[src/rtl/serial_adder.sv]
// -----------------------------------------------------------------------------
// serial_adder
//
// Bit-serial adder that adds two WIDTH-bit operands LSB first, one bit per
// clock edge. The operation is controlled by a three-state FSM:
//   IDLE  -> SHIFT  -> DONE -> IDLE
//
// A request accepted at edge k takes WIDTH bit-edges (k+1..k+WIDTH). The
// result is published at edge k+WIDTH, as the FSM enters DONE. S and Cout
// change only at that moment, so a partial sum is never visible on S.
//
// Optional feature, macro SERIAL_ADDER_SUB_EN:
//   This macro adds the Sub input. With Sub=1 the block computes
//   A - B - Cin and reports a borrow on Cout. Timing is the same as for an
//   add. Without the macro the block is add-only and has no Sub port.
//
// Parameters:
//   WIDTH  operand/result width in bits (>= 2)
//
// Ports:
//   clk    rising-edge clock
//   rst_n  asynchronous active-low reset
//   start  begin an operation; honoured only in IDLE
//   A, B   operands, sampled when start is accepted
//   Cin    carry-in (borrow-in when subtracting), sampled with start
//   Sub    (SERIAL_ADDER_SUB_EN only) 1 = subtract, sampled with start
//   busy   high while in SHIFT
//   done   one-cycle pulse while in DONE; S/Cout hold a new result
//   S      registered result
//   Cout   registered carry-out (borrow-out when subtracting)
// -----------------------------------------------------------------------------
module serial_adder #(
  parameter int WIDTH = 8
) (
  input  logic             clk,
  input  logic             rst_n,
  input  logic             start,
  input  logic [WIDTH-1:0] A,
  input  logic [WIDTH-1:0] B,
  input  logic             Cin,
`ifdef SERIAL_ADDER_SUB_EN
  input  logic             Sub,
`endif
  output logic             busy,
  output logic             done,
  output logic [WIDTH-1:0] S,
  output logic             Cout
);

  localparam int CW = (WIDTH > 2) ? $clog2(WIDTH) : 1;
  localparam logic [CW-1:0] LAST_BIT = CW'(WIDTH - 1);

  typedef enum logic [1:0] {
    IDLE  = 2'd0,
    SHIFT = 2'd1,
    DONE  = 2'd2
  } state_t;

  state_t            state_reg;
  logic [WIDTH-1:0]  a_reg;
  logic [WIDTH-1:0]  b_reg;
  logic              carry_reg;
  logic [WIDTH-1:0]  sum_reg;
  logic [CW-1:0]     cnt_reg;
  logic [WIDTH-1:0]  s_reg;
  logic              cout_reg;
`ifdef SERIAL_ADDER_SUB_EN
  logic              sub_reg;
`endif

  // Bit-slice full adder and operand-load muxing
  logic             sum_bit;
  logic             carry_next;
  logic [WIDTH-1:0] b_load;
  logic             c_load;
  logic             cout_final;

  always_comb begin
    sum_bit    = a_reg[0] ^ b_reg[0] ^ carry_reg;
    carry_next = (a_reg[0] & b_reg[0]) | (a_reg[0] & carry_reg) |
                 (b_reg[0] & carry_reg);
`ifdef SERIAL_ADDER_SUB_EN
    // The block subtracts as A + ~B + ~Cin. That equals A - B - Cin + 2^WIDTH.
    // The final carry is then the inverse of the borrow.
    b_load     = Sub ? ~B : B;
    c_load     = Sub ? ~Cin : Cin;
    cout_final = sub_reg ? ~carry_next : carry_next;
`else
    b_load     = B;
    c_load     = Cin;
    cout_final = carry_next;
`endif
  end

  always_ff @(posedge clk or negedge rst_n) begin
    if (!rst_n) begin
      state_reg <= IDLE;
      a_reg     <= '0;
      b_reg     <= '0;
      carry_reg <= 1'b0;
      sum_reg   <= '0;
      cnt_reg   <= '0;
      s_reg     <= '0;
      cout_reg  <= 1'b0;
`ifdef SERIAL_ADDER_SUB_EN
      sub_reg   <= 1'b0;
`endif
    end else begin
      unique case (state_reg)
        IDLE: begin
          if (start) begin
            a_reg     <= A;
            b_reg     <= b_load;
            carry_reg <= c_load;
            sum_reg   <= '0;
            cnt_reg   <= '0;
`ifdef SERIAL_ADDER_SUB_EN
            sub_reg   <= Sub;
`endif
            state_reg <= SHIFT;
          end
        end
        SHIFT: begin
          a_reg     <= a_reg >> 1;
          b_reg     <= b_reg >> 1;
          carry_reg <= carry_next;
          sum_reg   <= {sum_bit, sum_reg[WIDTH-1:1]};
          cnt_reg   <= cnt_reg + CW'(1);
          if (cnt_reg == LAST_BIT) begin
            // Publish the last bit directly. It does not pass through
            // sum_reg first, so S updates on the same edge that enters DONE.
            s_reg     <= {sum_bit, sum_reg[WIDTH-1:1]};
            cout_reg  <= cout_final;
            state_reg <= DONE;
          end
        end
        DONE: begin
          state_reg <= IDLE;
        end
        default: begin
          state_reg <= IDLE;
        end
      endcase
    end
  end

  // Decoded from the state register only, so no input can glitch them
  assign busy = (state_reg == SHIFT);
  assign done = (state_reg == DONE);
  assign S    = s_reg;
  assign Cout = cout_reg;

endmodule

[config.mk]
export PLATFORM = sky130hd
export DESIGN_NAME = serial_adder
export DESIGN_NICKNAME = d
export VERILOG_FILES = /design/src/rtl/serial_adder.sv
export SDC_FILE = /design/constraint.sdc
export NUM_CORES = 1
export LEC_CHECK = 0
export CORE_ASPECT_RATIO = 0.6
export CORE_MARGIN = 2
export CORE_UTILIZATION = 56
export DETAILED_ROUTE_END_ITERATION = 16
export PLACE_DENSITY = 0.84
export SYNTH_ARGS = -nofsm -noshare
export SYNTH_HDL_FRONTEND = slang
export SYNTH_SLANG_ARGS = --single-unit
[constraint.sdc]
create_clock -name clk -period 2.25 [get_ports clk]
set_clock_uncertainty 0.05 [all_clocks]
set_input_delay 0.225 -clock clk [delete_from_list [all_inputs] [get_ports clk]]
set_output_delay 0.225 -clock clk [all_outputs]
set_load 0.1 [all_outputs]
# ---- Yosys cells after proc, flatten, opt, wreduce, memory -nomap -nowiden
# Index checks and enable logic that the tools add are counted.
dict set report word_totals {
  register_bits 39
  in_bits 20
  word_cells 39
  out_inout_bits 11
}
dict set report op_classes {
  add_sub_neg 1
  bitwise_logic 7
  n_mux 13
  n_eq_ne 5
  n_reduce_logical 5
}
# op n
set op_table {}
lappend op_table {{$pmux 8 s2} 3}
lappend op_table {{$mux 8} 3}
lappend op_table {{$pmux 3 s2} 1}
lappend op_table {{$reduce_and 2->1} 3}
lappend op_table {{$mux 2} 2}
lappend op_table {{$pmux 2 s2} 1}
lappend op_table {{$add 3x1->3 const B} 1}
lappend op_table {{$and 1x1->1} 3}
lappend op_table {{$eq 3x3->1 const B} 1}
lappend op_table {{$mux 3} 1}
lappend op_table {{$eq 2x1->1 const B} 1}
lappend op_table {{$eq 2x2->1 const B} 1}
lappend op_table {{$logic_not 2->1} 1}
lappend op_table {{$ne 2x1->1 const B} 1}
lappend op_table {{$ne 2x2->1 const B} 1}
lappend op_table {{$or 1x1->1} 2}
lappend op_table {{$pmux 1 s2} 1}
lappend op_table {{$reduce_bool 2->1} 1}
lappend op_table {{$xor 1x1->1} 2}
lappend op_table {{$mux 1} 1}

# ---- Logic depth before layout (Yosys ltp)
# Gate-level depths: netlist of run 1.
dict set report logic_depth {
  depth_word 4
  ltp_mapped 5
  ltp_nobuf 4
}

# ---- Worst setup path before layout of run 1
# No wires, ideal clock.
dict set report synth_timing {
  path_type {flip-flop to output port}
  from {register state_reg[1]}
  to {output port done}
  t_required_ps 1975
  t_arrival_ps 2082
  n_path_buf 1
  path_slack_ps -107
  stages_incl_launch_ff 3
  cell_sequence {dfrtp_1 -> clkbuf_1 -> nor2b_1}
}
dict set report synth_between {
  elab_chain_len 1
}
# item line_no
set synth_lines {}
lappend synth_lines {{start: declaration} 59} ;# state_t state_reg;
lappend synth_lines {{start signal: assignment} 97} ;# state_reg <= IDLE;
lappend synth_lines {{start signal: assignment} 120} ;# state_reg <= SHIFT;
lappend synth_lines {{start signal: assignment} 134} ;# state_reg <= DONE;
lappend synth_lines {{$eq 2x2->1} 149} ;# assign done = (state_reg == DONE);
lappend synth_lines {{end: declaration} 45} ;# output logic done,
# Every way passes these cells.

# ---- Worst setup path in the final report of run 1
dict set report layout_timing {
  from {register state_reg[0]}
  to {output port busy}
}
dict set report layout_between {
  elab_chain_len 1
}
# item line_no
set layout_lines {}
lappend layout_lines {{$eq 2x1->1} 148} ;# assign busy = (state_reg == SHIFT);
lappend layout_lines {{end: declaration} 44} ;# output logic busy,
# Every way passes these cells.

==> results of run 1 <==
[how the worst max path moves through the flow]
stage / endpoint / cells after the start / startpoint / slack (ns)
finish: busy / 2 / state_reg[0] / 0.18
global route: busy / 2 / state_reg[0] / 0.08
CTS: busy / 2 / state_reg[0] / 0.20
detailed placement: busy / 2 / state_reg[0] / 0.52
global placement: busy / 2 / state_reg[0] / 0.54
floorplan: done / 2 / state_reg[1] / 0.40
[stage by stage]
stage / setup WS (ns) / utilization, % / hold slack (ns) / area [um2] / power, mW
2_1_floorplan: 0.403 / - / -0.121 / 1840 / 2.62
3_3_place_gp: 0.538 / 66.9 / 0.310 / 2140 / 2.91
3_5_place_dp: 0.523 / 66.9 / 0.317 / 2140 / 2.99
4_1_cts: 0.201 / 70.4 / 0.00185 / 2250 / 3.54
5_1_grt: 0.0787 / 70.4 / 0.0402 / 2250 / 3.72
6_report: 0.183 / 70.4 / -0.0318 / 2250 / 3.51
[cells by family after synthesis]
logic type	Yosys count	synth area share, %
mux	10	7.96
compound gates	28	15.2
simple gates	34	14.8
buf+inv	31	7.89
flops	38	51.7
fa+ha+maj	3	2.45
[critical path, stage by stage (launching register included)]
cell and delay, ns:
dfrtp_1 0.62, nor2b_2 0.62, buf_12 0.25
[final cells by class]
cell class | count | area, um2 | area share (%)
Sequential cell | 38 | 951 | 42.2
Tap cell | 45 | 56.3 | 2.50
Timing Repair Buffer | 34 | 323 | 14.3
Inverter | 18 | 67.6 | 3.00
Multi-Input combinational cell | 75 | 746 | 33.1
Clock buffer | 8 | 110 | 4.89
[layer usage]
metal / vias to the layer above / wire length, um
li1: 576 / -
met1: 603 / 1640
met2: 26 / 1570
met3: 8 / 132
met4: 0 / 70
met5: - / 0
[cell usage after synthesis (all sizes together)]
| master | n | area (um2) |
|---|---|---|
| o221ai | 1 | 8.76 |
| a211oi | 12 | 135 |
| dfrtp | 38 | 951 |
| nor3b | 12 | 90.1 |
| nand2 | 1 | 3.75 |
| a22o | 9 | 78.8 |
| a21o | 1 | 7.51 |
| buf | 10 | 66.3 |
| or2 | 1 | 6.26 |
| fa | 1 | 20.0 |
| ha | 2 | 25.0 |
| a21oi | 1 | 5.00 |
| nand3b | 2 | 15.0 |
| o21bai | 1 | 18.8 |
| nor4b | 15 | 131 |
| mux2 | 10 | 146 |
| a221oi | 3 | 26.3 |
| inv | 18 | 67.6 |
| nor2b | 2 | 15.0 |
| nor4bb | 1 | 10.0 |
| clkbuf | 3 | 11.3 |
[where the power goes]
group          leakage (nW)  total (mW)  switching, mW  internal, mW
Sequential            0.465        1.21          0.224         0.991
Combinational         0.500        1.75           1.08         0.669
Clock                0.0575       0.544          0.235         0.309
==> flow_summary.json, run 1 <==
{
  "clock_latency_ns": 0.29,
  "drc_errors": 0,
  "setup_viol": 0,
  "syn_area_per_cell_um2": 12.8,
  "cts_buffer_depth": 2,
  "final_hold_viol_count": 38,
  "finalCritPeriodShare_pct": 91.9,
  "dpl.hpwl_um": 2260,
  "irDropWorstVdd_uv": 838,
  "grtUsageTotal_pct": 20.7,
  "crit_arrival_ns": 1.79,
  "coreArea_um2": 3200,
  "htreeDepth": 2,
  "via_count": 1213,
  "layout_commonest_cell": "dfrtp_1",
  "wl_per_cell_um": 15.6,
  "status": "complete, but fails checks",
  "p_leak_nw": 1.02,
  "worst_setup_path_end_kind": "output pin",
  "hold_ws_ns": -0.0318,
  "clock_sinks": 38,
  "path_class": "flop to output pin",
  "max_cap_violations": 0,
  "postCtsHoldBufs": 0,
  "path_clk_slew_ns": 0.07,
  "violations": "hold timing",
  "ios": 31,
  "critPathMaxFanout": 14,
  "critPathLaunchType": "flop",
  "yosys_warnings": 0,
  "met2_usage_pct": 31.0,
  "tightest_slew_ns": 0.803,
  "final_net_count": 195,
  "die_y_um": 48.4,
  "syn_area_um2": 1840,
  "grt_pass1_wl_um": 5900,
  "reg2reg_to": "carry_reg",
  "yosys.cell_types.count": 26,
  "hold_class": "primary input to asynchronous set/reset pin",
  "cts_buffers": 5,
  "drtIter0Drc": 66,
  "cts_resized": 0,
  "io_buffers": 30,
  "rrSetupSlack_ns": 0.59,
  "grt_max_degree": 39,
  "grt.busiest_layer": "met2",
  "antenna_found_initial": 0,
  "rows": 16,
  "syn_inst": 144,
  "syn_nets": 167,
  "cts_root_buf": "clkbuf_8",
  "seq_area_frac_synth_pct": 51.7,
  "drive_gt1_share_pct": 27.2,
  "ys_seq_elements": 38,
  "firstDrtPassIters": 4,
  "power_density_nw_per_um2": 1560,
  "period_needed_ns": 2.07,
  "area_growth_pct": 22.5,
  "rsz0062_at_grt": "false",
  "final_cell_mix": "dfrtp_1 (38), inv_1 (18), clkdlybuf4s50_1 (18)",
  "max_slew_margin_pct": 46.5,
  "setup-tns-final_ns": 0,
  "critPathRequiredTime_ns": 1.98,
  "cts_tree": "yes",
  "post_cts_buffers": 0,
  "nFillCells": 220,
  "viasPerCell": 5.56,
  "grt_pass1_vias": 1217,
  "maxSlewViolCount": 0,
  "fp.dieArea_um2": 3770,
  "diodes": 0,
  "die_w_um": 78.0,
  "routed_wl_um": 3410,
  "timing.rr.start": "state_reg[0]",
  "place_inst": 210,
  "ff2ff_path_depth": 2,
  "max_freq_mhz": 484,
  "final_cells": 218,
  "met3_usage_pct": 5.41,
  "use_met1_pct": 28.4,
  "place_congestion": 0.727,
  "start_util_pct": 57.4,
  "ant_nets": 0,
  "overflow": 0
}
No activity file was read; power rests on OpenSTA's default activity.
==> run 2: changes to the inputs <==
--- a/config.mk
+++ b/config.mk
@@ -5,6 +5,7 @@
 export SDC_FILE = /design/constraint.sdc
 export NUM_CORES = 1
 export LEC_CHECK = 0
+export ABC_AREA = 1
 export CORE_ASPECT_RATIO = 0.6
 export CORE_MARGIN = 2
 export CORE_UTILIZATION = 56
==> flow_summary.json, run 2 <==
{
  "status": "finished, final reports clean",
  "grt_max_degree": 39,
  "overflow": 0,
  "synthArstFlopShare_pct": 100,
  "setup-tns-final_ns": 0,
  "crit_chain": "inv_1 -> nor2_2 -> buf_12",
  "syn_area_um2": 1810,
  "rsz0062_at_grt": "false",
  "power_density_nw_per_um2": 1650,
  "cts_root_buf": "clkbuf_8",
  "synth_top_cell_by_area": "dfrtp_1",
  "firstDrtPassIters": 4,
  "place_inst": 284,
  "cts_resized": 0,
  "synth_ff_type": "dfrtp_1",
  "final_net_count": 273,
  "cts_buffer_depth": 2,
  "setup_viol": 0,
  "seq_area_frac_synth_pct": 52.4,
  "hold_class": "primary input to flop",
  "cp_slowest_stage_delay_ns": 0.57,
  "p_leak_nw": 1.21,
  "syn_nets": 242,
  "critPathMaxFanout": 8,
  "irDropWorstVdd_uv": 921,
  "grt_pass1_wl_um": 6140,
  "period_needed_ns": 1.80,
  "start_util_pct": 60.8,
  "wl_per_cell_um": 12.2,
  "ios": 31,
  "fp.dieArea_um2": 3730,
  "critPathLaunchType": "flop",
  "synth_common_cells": "nand2_1 (71), inv_1 (39), dfrtp_1 (38)",
  "htreeDepth": 2,
  "synth_enable_flop_cells": 0,
  "area_growth_pct": 24.6,
  "max_freq_mhz": 555,
  "dpl.hpwl_um": 2370,
  "antenna_found_initial": 0,
  "synth_area_leaders": "dfrtp_1 (52%), nand2_1 (15%), nand3_1 (8.3%)",
  "path_clk_slew_ns": 0.07,
  "grt.busiest_layer": "met2",
  "final_cell_mix": "nand2_1 (71), inv_1 (39), dfrtp_1 (38)",
  "clock_sinks": 38,
  "diodes": 0,
  "crit_arrival_ns": 1.53,
  "finalCritPeriodShare_pct": 80.1,
  "crit_family": "flip-flops",
  "final_hold_viol_count": 0,
  "drive_gt1_share_pct": 12.0,
  "syn_area_per_cell_um2": 8.28,
  "via_count": 1425,
  "layout_commonest_cell": "nand2_1",
  "yosys.cell_types.count": 19,
  "critPathRequiredTime_ns": 1.98,
  "clock_latency_ns": 0.29,
  "routed_wl_um": 3570,
  "viasPerCell": 4.86,
  "die_y_um": 48.1,
  "postCtsHoldBufs": 1,
  "use_met1_pct": 30.8,
  "slowest_stage": "dfrtp_1",
  "yosys_warnings": 0,
  "coreArea_um2": 2980,
  "yosys.cell_count.top_type": "nand2_1",
  "maxSlewViolCount": 0,
  "place_congestion": 0.795,
  "path_class": "flop to output pin",
  "io_buffers": 30,
  "syn_inst": 219,
  "tightest_slew_ns": 0.808,
  "yosysTopAreaCellShare_pct": 52.4,
  "max_slew_margin_pct": 46.1,
  "grt_pass1_vias": 1336,
  "drc_errors": 0,
  "path_buf_inv": 2,
  "ys_seq_elements": 38,
  "cts_buffers": 5,
  "ant_nets": 0,
  "met3_usage_pct": 6.30,
  "nFillCells": 201,
  "cts_tree": "yes",
  "rows": 15,
  "met2_usage_pct": 35.0,
  "post_cts_buffers": 0,
  "final_cells": 293,
  "drtIter0Drc": 44,
  "die_w_um": 77.5,
  "max_cap_violations": 0,
  "grtUsageTotal_pct": 22.6,
  "worst_setup_path_end_kind": "output pin"
}
[run 2: cell count changes after synthesis, sizes merged, moves of 4 or more]
| cell | before | now |
|---|---|---|
| nand3 | 0 | 30 |
| nand2 | 1 | 75 |
| nor2 | 0 | 4 |
| nor4b | 15 | 0 |
| o21ai | 0 | 17 |
| nor3b | 12 | 0 |
| a211oi | 12 | 0 |
| inv | 18 | 41 |
| a22o | 9 | 0 |
| mux2 | 10 | 0 |
[run 2: path summary, 6_finish.rpt]
path | start | endpoint | slack [ns] | cells past startpoint
min reg2reg | b_reg[4] | b_reg[4] | 0.43 | 2
min | A[7] | a_reg[7] | 0.43 | 3
max reg2reg | state_reg[0] | S[3] | 0.58 | 5
max in group asynchronous | rst_n | b_reg[4] | 1.14 | 2
min in group asynchronous | rst_n | state_reg[1] | 0.50 | 2
max | state_reg[0] | busy | 0.45 | 3
[run 2: cell families after synthesis]
logic type | Yosys count | synth area share, %
AOI/OAI and AO/OA | 19 | 5.45
adders and majority gates | 3 | 2.48
buffers and inverters | 50 | 12.6
DFF | 38 | 52.4
and+or+nand+nor | 109 | 27.1
[run 2: per-layer routing]
metal  up-vias  routed length, um
li1        730                  -
met4         0                 55
met1       657               1810
met2        30               1540
met5         -                  0
met3         8                166
[run 2: through the flow]
| stage | power [mW] | worst slack [ns] | utilization [%] | cell area [um2] | hold slack, ns |
|---|---|---|---|---|---|
| final | 3.73 | 0.448 | 75.8 | 2260 | 0.430 |
| after global routing | 3.98 | 0.325 | 75.8 | 2260 | 0.451 |
| after CTS | 3.74 | 0.431 | 75.8 | 2260 | 0.433 |
| after detailed placement | 3.01 | 0.604 | 70.6 | 2110 | 0.312 |
| after global placement | 2.96 | 0.703 | 70.6 | 2110 | 0.314 |
| after floorplan | 2.61 | 0.000483 | - | 1810 | -0.121 |
[run 2: cell type report]
class / count / area, um2 / share of cell area [%]
clock buffer: 6 / 82.6 / 3.65
clock inverter: 2 / 60.1 / 2.66
inverter: 41 / 161 / 7.14
multi-input combinational: 131 / 636 / 28.1
sequential: 38 / 951 / 42.1
tap: 42 / 52.6 / 2.32
timing repair buffer: 33 / 318 / 14.1
[run 2: power by group]
group	total, mW	leakage [nW]	switching, mW	internal (mW)
Combinational	1.82	0.664	1.28	0.541
Sequential	1.18	0.472	0.190	0.993
Clock	0.719	0.0714	0.246	0.473
Total	3.73	1.21	1.72	2.01
[run 2: worst reg2reg max path: cells and delay by family (launching register included)]
family	cells	cell delay [ns]
buffers and inverters	1	0.10
flip-flops	1	0.57
AO/OA/AOI/OAI	1	0.07
AND/OR/NAND/NOR	3	0.77
==> run 3: changes to the inputs <==
--- a/config.mk
+++ b/config.mk
@@ -8,9 +8,9 @@
 export ABC_AREA = 1
 export CORE_ASPECT_RATIO = 0.6
 export CORE_MARGIN = 2
-export CORE_UTILIZATION = 56
+export CORE_UTILIZATION = 47
 export DETAILED_ROUTE_END_ITERATION = 16
-export PLACE_DENSITY = 0.84
+export PLACE_DENSITY = 0.75
 export SYNTH_ARGS = -nofsm -noshare
 export SYNTH_HDL_FRONTEND = slang
 export SYNTH_SLANG_ARGS = --single-unit
==> constraint.sdc (replaced) <==
create_clock -name clk -period 1.6 [get_ports clk]
set_clock_uncertainty 0.05 [all_clocks]
set_input_delay 0.16 -clock clk [delete_from_list [all_inputs] [get_ports clk]]
set_output_delay 0.16 -clock clk [all_outputs]
set_load 0.1 [all_outputs]
==> flow_summary.json, run 3 (synthesis results as in run 2) <==
{
  "max_cap_violations": 0,
  "path_class": "flop to output pin",
  "coreArea_um2": 3680,
  "p_sw_share_pct": 47.6,
  "grt_pass1_vias": 1309,
  "ant_nets": 0,
  "tightest_slew_ns": 0.431,
  "rows": 17,
  "clock_sinks": 38,
  "drtIter0Drc": 90,
  "p_seq_share_pct": 32.1,
  "dpl.hpwl_um": 2580,
  "routed_wl_um": 3580,
  "drive_gt1_share_pct": 13.7,
  "ios": 31,
  "drc_errors": 0,
  "worst_setup_path_end_kind": "output pin",
  "layout_commonest_cell": "nand2_1",
  "grtUsageTotal_pct": 18.5,
  "setup_viol": 0,
  "max_freq_mhz": 656,
  "crit_arrival_ns": 1.31,
  "power_density_nw_per_um2": 2210,
  "overflow": 0,
  "grt_pass1_wl_um": 6140,
  "via_count": 1444,
  "grt_max_degree": 27,
  "cts_buffer_depth": 2,
  "hold_class": "primary input to asynchronous set/reset pin",
  "cts_root_buf": "clkbuf_8",
  "wl_per_cell_um": 11.9,
  "final_cell_mix": "nand2_1 (71), inv_1 (39), dfrtp_1 (38)",
  "critPathLaunchType": "flop",
  "antenna_found_initial": 0,
  "final_net_count": 277,
  "io_buffers": 30,
  "cts_tree": "yes",
  "setup-tns-final_ns": 0,
  "period_needed_ns": 1.52,
  "die_y_um": 52.1,
  "critPathMaxFanout": 11,
  "irDropWorstVdd_uv": 2010,
  "place_congestion": 0.797,
  "final_hold_viol_count": 0,
  "final_util_pct": 64.6,
  "firstDrtPassIters": 4,
  "post_cts_buffers": 0,
  "max_slew_margin_pct": 71.3,
  "combPwrFrac_pct": 55.3,
  "switchingPower_mw": 2.50,
  "fp.dieArea_um2": 4390,
  "viasPerCell": 4.78,
  "critPathRequiredTime_ns": 1.39,
  "path_clk_slew_ns": 0.08,
  "power.share.clock_pct": 12.6,
  "start_util_pct": 49.3,
  "p_int_mw": 2.75,
  "p_leak_nw": 1.24,
  "diodes": 0,
  "die_w_um": 84.2,
  "cts_buffers": 5,
  "clock_latency_ns": 0.30,
  "finalCritPeriodShare_pct": 95.2,
  "htreeDepth": 2,
  "area_growth_pct": 31.0,
  "maxSlewViolCount": 0,
  "status": "finished, final reports clean",
  "rsz0062_at_grt": "false"
}
run 3: cell types whose count changed in the layout (fill, tap and decap cells not counted):
cell and delta:
clkinvlp_4 +1, nor2_4 +1, bufinv_16 -2, clkinv_4 +1, nor2_1 -1, buf_12 +10
clkinv_2 +1, buf_4 -6, clkbuf_8 -1
run 3: worst paths after layout:
path,depth (start not counted),to,start,slack [ns]
max,4,done,state_reg[1],0.08
min,2,S[1],rst_n,0.28
max reg2reg,6,S[7],cnt_reg[0],0.16
min reg2reg,2,cnt_reg[1],cnt_reg[1],0.43
max in group asynchronous,3,b_reg[7],rst_n,0.77
min in group clk,3,a_reg[7],A[7],0.36
run 3: worst max-delay path, stage by stage, from the launching register on:
cell	delay [ns]
dfrtp_1	0.43
inv_4	0.17
buf_4	0.20
nor2_4	0.05
buf_12	0.16
run 3: final cells by class:
type | count | area, um2
fillers | 320 | 1300
flip-flops and latches | 38 | 951
multi-input cells | 131 | 643
repair buffers | 37 | 473
inverters | 41 | 161
clock buffers | 5 | 68.8
well taps | 47 | 58.8
clock inverters | 3 | 21.3
run 3: per-layer routing:
metal | global-route usage (%) | routed length (um) | up-vias | share of wire, %
li1 | - | - | 736 | -
met3 | 6.83 | 254 | 5 | 7.1
met5 | 0 | 0 | - | 0
met4 | 4.03 | 29 | 0 | 0.81
met1 | 26.1 | 1770 | 653 | 50
met2 | 27.5 | 1520 | 50 | 43
run 3: timing repair:
action,in CTS,in global routing
hold endpoints to repair,17,0
gates resized for setup,0,0
hold buffers,1,0
run 3: power by group through the flow:
| stage | clock network [mW] | logic, mW | registers (mW) |
|---|---|---|---|
| floorplan | 0 | 1.35 | 2.32 |
| global placement | 0 | 2.84 | 1.69 |
| detailed placement | 0 | 2.91 | 1.70 |
| CTS | 0.675 | 2.92 | 1.69 |
| global route | 0.728 | 3.18 | 1.74 |
| finish | 0.664 | 2.90 | 1.69 |
run 3: per-stage QoR:
| step | cell area [um2] | cells | power [mW] | hold slack, ns | worst slack [ns] |
|---|---|---|---|---|---|
| after floorplan | 1820 | 219 | 3.67 | -0.186 | 0.180 |
| after global placement | 2280 | 293 | 4.53 | 0.0753 | 0.202 |
| after detailed placement | 2280 | 293 | 4.61 | 0.0722 | 0.151 |
| after CTS | 2380 | 302 | 5.28 | 0.287 | 0.0677 |
| after global routing | 2380 | 302 | 5.64 | 0.309 | 0.0226 |
| final | 2380 | 302 | 5.25 | 0.276 | 0.0766 |
